**src/rtl/pwm_pkg.sv**
```systemverilog
// Shared types and constants for the PWM output stage.
package pwm_pkg;

  localparam int unsigned NUM_CH    = 16;
  localparam int unsigned PWM_CNT_W = 8;

  typedef logic [NUM_CH-1:0]    ch_vec_t;
  typedef logic [PWM_CNT_W-1:0] duty_t;

  localparam duty_t DUTY_FULL = 8'hFF;
  localparam duty_t CNT_LAST  = 8'hFF;

  // Full-scale duty is special-cased so 0xFF has no one-tick low gap at the wrap.
  function automatic logic duty_compare(input duty_t cnt, input duty_t duty);
    return (duty == DUTY_FULL) || (cnt < duty);
  endfunction

endpackage

```
**src/rtl/pwm_prescaler.sv**
```systemverilog
// Prescaler for the PWM stage: emits a one-cycle tick every PRESCALE clk cycles.
module pwm_prescaler #(
  parameter int unsigned PRESCALE   = 3000,
  parameter int unsigned PRESCALE_W = 16
) (
  input  logic clk,
  input  logic rst,
  output logic tick
);

  localparam logic [PRESCALE_W-1:0] PreLast = PRESCALE_W'(PRESCALE - 1);

  logic [PRESCALE_W-1:0] pre_cnt_q, pre_cnt_d;

  assign tick = (pre_cnt_q == PreLast);

  // Count 0..PRESCALE-1, returning to zero on the tick cycle.
  always_comb begin
    pre_cnt_d = pre_cnt_q + PRESCALE_W'(1);
    if (tick) begin
      pre_cnt_d = '0;
    end
  end

  // Prescaler state register.
  always_ff @(posedge clk) begin
    if (rst) begin
      pre_cnt_q <= '0;
    end else begin
      pre_cnt_q <= pre_cnt_d;
    end
  end

endmodule

```
**src/rtl/pwm_output_stage.sv**
```systemverilog
// PWM output stage: 16 channels, each forced low, static high or driven by a
// shared 8-bit PWM waveform over a 256-tick period.
// Optional macro PWM_DUTY_SHADOW_EN: duty is only latched at the period wrap.
module pwm_output_stage
  import pwm_pkg::*;
#(
  parameter int unsigned PRESCALE   = 3000,
  parameter int unsigned PRESCALE_W = 16
) (
  input  logic              clk,
  input  logic              rst,
  input  logic [7:0]        en_reg_out_7_0,
  input  logic [7:0]        en_reg_out_15_8,
  input  logic [7:0]        en_reg_pwm_7_0,
  input  logic [7:0]        en_reg_pwm_15_8,
  input  logic [7:0]        pwm_duty_cycle,
  output logic [NUM_CH-1:0] out,
  output logic              period_start
);

  logic    tick;
  logic    wrap;
  logic    pwm_raw;
  duty_t   pwm_cnt_q, pwm_cnt_d;
  duty_t   duty_act_q, duty_act_d;
  ch_vec_t en_out, en_pwm;
  ch_vec_t out_q, out_d;
  logic    period_start_q;

  pwm_prescaler #(
    .PRESCALE   (PRESCALE),
    .PRESCALE_W (PRESCALE_W)
  ) u_prescaler (
    .clk  (clk),
    .rst  (rst),
    .tick (tick)
  );

  assign en_out  = {en_reg_out_15_8, en_reg_out_7_0};
  assign en_pwm  = {en_reg_pwm_15_8, en_reg_pwm_7_0};
  assign wrap    = tick && (pwm_cnt_q == CNT_LAST);
  assign pwm_raw = duty_compare(pwm_cnt_q, duty_act_q);

  // Next-state for the period counter, active duty and channel outputs.
  always_comb begin
    pwm_cnt_d = pwm_cnt_q;
    if (tick) begin
      pwm_cnt_d = pwm_cnt_q + duty_t'(1);
    end

`ifdef PWM_DUTY_SHADOW_EN
    // Duty only changes at the wrap so every period is glitch-free.
    duty_act_d = duty_act_q;
    if (wrap) begin
      duty_act_d = pwm_duty_cycle;
    end
`else
    duty_act_d = pwm_duty_cycle;
`endif

    // PWM-selected channels follow the waveform, others are static high.
    out_d = en_out & (~en_pwm | {NUM_CH{pwm_raw}});
  end

  // Counter, duty and registered output state.
  always_ff @(posedge clk) begin
    if (rst) begin
      pwm_cnt_q      <= '0;
      duty_act_q     <= '0;
      out_q          <= '0;
      period_start_q <= 1'b0;
    end else begin
      pwm_cnt_q      <= pwm_cnt_d;
      duty_act_q     <= duty_act_d;
      out_q          <= out_d;
      period_start_q <= wrap;
    end
  end

  assign out          = out_q;
  assign period_start = period_start_q;

endmodule

```
**config.mk**
```make
export PLATFORM = sky130hd
export DESIGN_NAME = pwm_output_stage
export DESIGN_NICKNAME = d
export VERILOG_FILES = /design/src/rtl/pwm_pkg.sv /design/src/rtl/pwm_prescaler.sv /design/src/rtl/pwm_output_stage.sv
export SDC_FILE = /design/constraint.sdc
export NUM_CORES = 1
export LEC_CHECK = 0
export CORE_MARGIN = 2
export CORE_UTILIZATION = 35
export CTS_CLUSTER_DIAMETER = 200
export CTS_CLUSTER_SIZE = 10
export DETAILED_ROUTE_END_ITERATION = 6
export RECOVER_POWER = 25
export SYNTH_ARGS = -nofsm -noshare
export SYNTH_HDL_FRONTEND = slang
export SYNTH_SLANG_ARGS = --single-unit
```
**constraint.sdc**
```tcl
create_clock -name clk -period 2.1 [get_ports clk]
set_input_delay 0.21 -clock clk [delete_from_list [all_inputs] [get_ports clk]]
set_output_delay 0.21 -clock clk [all_outputs]
set_load 0.02 [all_outputs]
```
==> results.sh <==
export IMPL_status="complete, no violations"
export IMPL_tritoncts="built"
export IMPL_grt_usage_pct=14.3
export IMPL_yosysTopAreaCell="dfxtp_1"
export IMPL_r2r_end="out[13]"
export IMPL_wl_mm=4.56
export IMPL_dr_pass1_iters=4
export IMPL_wire_per_inst_um=12.4
export IMPL_drtIter0Drc=37
export IMPL_cp_end_kind="flop"
export IMPL_synth_xor_area_share_pct=5.89
export IMPL_synthMuxAreaShare_pct=0.481
export IMPL_cap_violations=0
export IMPL_timing_rr_start="duty_act_q[6]"
export IMPL_power_mw=1.88
export IMPL_place_ws_ps=-139
export IMPL_first_global_vias=1599
export IMPL_syn_inst=225
export IMPL_rows=28
export IMPL_p_leak_nw=1.12
export IMPL_synth_top_family_by_area="simple AND/OR/NAND/NOR gates"
export IMPL_placed_cells=361
export IMPL_synthesis_nets=276
export IMPL_arrival_ps=2080
export IMPL_min_period_ps=1930
export IMPL_drc=0
export IMPL_skew_ps=4.11
export IMPL_dieHeight_um=81.1
export IMPL_syn_area_um2=2080
export IMPL_vias_per_cell=4.77
export IMPL_relSlewSlack_pct=40.7
export IMPL_cts_max_level=2
export IMPL_start_util_pct=35.6
export IMPL_die_w_um=81.1
export IMPL_vdd_drop_max_v=0.000275
export IMPL_synth_compound_area_share_pct=10.3
export IMPL_critPathRequiredTime_ps=2260
export IMPL_setup_viol=0
export IMPL_synth_seq_cells=49
export IMPL_pin_count=59
export IMPL_ys_seq_area_share_pct=47.1
export IMPL_yosysTopAreaCellShare_pct=47.1
export IMPL_reg2reg_setup_slack_ps=170
export IMPL_grt_pass1_wl_mm=7.37
export IMPL_rsz0062_at_grt="false"
export IMPL_final_util_pct=50.4
export IMPL_ff2ff_path_depth=6
export IMPL_vias=1759
export IMPL_cp_endpoint="out[13]"
export IMPL_sw_frac_of_total_pct=21.6
export IMPL_path_class="flop to flop"
export IMPL_pwr_share_comb_pct=11.3
export IMPL_power_density_nw_per_um2=638
export IMPL_clock_fmax_mhz=519
export IMPL_ant_nets=0
export IMPL_coreArea_um2=5850
export IMPL_p_sw_mw=0.405
export IMPL_clk_path_buf_depth=2
export IMPL_clkLatencyLatePin_ps=290
export IMPL_n_antenna_cell=0
export IMPL_timing_hold_violations_final=0
export IMPL_grt_overflow=0
export IMPL_cts_sinks=49
export IMPL_cts_root_buf="clkbuf_8"
export IMPL_drive_gt1_share_pct=9.18
export IMPL_hp_class="input port to flop"
export IMPL_worst_slack_ps=175
export IMPL_instances_no_fill=369
export IMPL_grt_max_degree=25
export IMPL_final_cell_mix="49 x dfxtp_1, 49 x clkdlybuf4s50_1, 24 x a21oi_1, 19 x nor2_1, 18 x nand2b_1"
export IMPL_worstMarginPinSlew_ps=890
export IMPL_clkSlewWorstSetupHoldPaths_ps=90
export IMPL_routabilityCongestion=0.716
export IMPL_nets=344
export IMPL_startpoint_type="flop"
export IMPL_yosysWarnings=0
export IMPL_hpwl_mm=3.38
export IMPL_io_buffers=58
export IMPL_crit_start="duty_act_q[6]"
export IMPL_tns_ps=0
export IMPL_cts_buffers=5
export IMPL_n_fill_cell=540
export IMPL_synth_cell_types=37
export IMPL_path_max_fanout=16
export IMPL_clockPowerShare_pct=36.8
export IMPL_p_seq_share_pct=51.9
export IMPL_ys_top_cells_by_area="dfxtp_1 47%, a21oi_1 5.8%, ha_1 5.4%, nand2b_1 5.4%, nor2_1 3.4%"
export IMPL_drv_slew=0
export IMPL_die_area_um2=6580
export IMPL_fin_crit_sh_pct=91.7
export IMPL_synth_fa_ha_area_share_pct=5.41
export IMPL_antenna_found_initial=0
export IMPL_area_delta_synth_final_pct=41.5
export IMPL_synthSimpleGateAreaFrac_pct=27.0
export IMPL_syn_avg_cell_area_um2=9.25
export IMPL_cell_internal_pwr_mw=1.48
[kinds of logic (layout without fill, tap and decap cells)]
group | Yosys count | after routing
AND/OR/NAND/NOR | 97 | 97
flip-flops | 49 | 49
buffers and inverters | 18 | 87
adder cells (fa/ha/maj) | 9 | 9
AO/OA/AOI/OAI | 37 | 37
multiplexers | 1 | 1
XOR/XNOR | 14 | 14
[metrics by stage]
stage,hold WS [ps],instance area (um2)
after global routing,452,2950
after floorplan,298,2080
final,447,2950
after global placement,459,2810
after CTS,439,2940
after detailed placement,463,2810
[repair_timing]
item / 4_1_cts / 5_1_grt
setup buffers: 0 / 0
pin swaps: 0 / 1
hold buffers: 0 / 0
resized for setup: 2 / 2
endpoints found under the setup margin: 16 / 6
[layer usage]
| layer | GRT usage (%) | vias up | share of wire, % |
|---|---|---|---|
| met4 | 3.56 | 0 | 0.77 |
| met1 | 18.3 | 797 | 45 |
| met5 | 0 | - | 0 |
| li1 | - | 926 | - |
| met3 | 3.11 | 2 | 3.8 |
| met2 | 24.5 | 34 | 50 |
[final cells by class]
type,instances,area [um2],share of cell area [%]
Timing Repair Buffer,70,667,22.6
Clock buffer,6,82.6,2.80
Sequential cell,49,981,33.3
Clock inverter,2,37.5,1.27
Inverter,9,33.8,1.15
Multi-Input combinational cell,158,1050,35.7
Tap cell,75,93.8,3.18
[power groups by stage]
stage | sequential, mW | clock [mW] | combinational [mW]
2_1_floorplan | 1.02 | 0 | 0.0622
3_3_place_gp | 0.996 | 0 | 0.215
3_5_place_dp | 0.997 | 0 | 0.216
4_1_cts | 0.976 | 0.725 | 0.220
5_1_grt | 0.980 | 0.757 | 0.232
6_report | 0.975 | 0.692 | 0.213
[worst max-delay path, cell delays in order (launching register included)]
cell and delay, ps:
dfxtp_1 360, inv_1 50, ha_1 280, and4_1 160
o21ai_0 120, o32ai_4 660, a21oi_1 150
[sequential cells by signal, summed over array words and instances (netlist names)]
| signal | cells |
|---|---|
| out | 16 |
| u_prescaler.pre_cnt_q | 16 |
| duty_act_q | 8 |
| pwm_cnt_q | 8 |
| period_start | 1 |
[how the worst min path moves through the flow]
| stage | start | to | slack [ps] | depth (start not counted) |
|---|---|---|---|---|
| after CTS | en_reg_out_15_8[2] | out[10] | 440 | 3 |
| after global routing | en_reg_pwm_15_8[5] | out[13] | 450 | 2 |
| after floorplan | en_reg_pwm_7_0[0] | out[0] | 300 | 1 |
| after global placement | u_prescaler.pre_cnt_q[0] | u_prescaler.pre_cnt_q[0] | 460 | 1 |
| after detailed placement | u_prescaler.pre_cnt_q[0] | u_prescaler.pre_cnt_q[0] | 460 | 1 |
| final | en_reg_out_15_8[2] | out[10] | 450 | 3 |
[cell usage after synthesis]
master / n
ha_1: 9
a21o_1: 1
or2_2: 1
nor4_2: 1
o32ai_1: 1
buf_4: 2
nor4b_1: 1
o31ai_1: 5
a2111oi_0: 1
and4_1: 3
or3_1: 2
mux2i_1: 1
nor2b_1: 8
buf_2: 2
inv_1: 9
clkbuf_2: 1
nor3_1: 3
nand2b_1: 18
and3_1: 3
a41o_1: 1
dfxtp_1: 49
or4_4: 1
o21ai_0: 3
nor2_1: 19
xor2_1: 6
nand2_1: 9
xnor2_1: 8
nand3_1: 7
o21a_1: 1
clkbuf_1: 4
nor4_1: 4
a21oi_1: 24
nand4_2: 1
nand4_1: 9
or4_1: 5
and4_2: 1
and2_1: 1
Note: power is estimated with default switching activity, not from simulation.
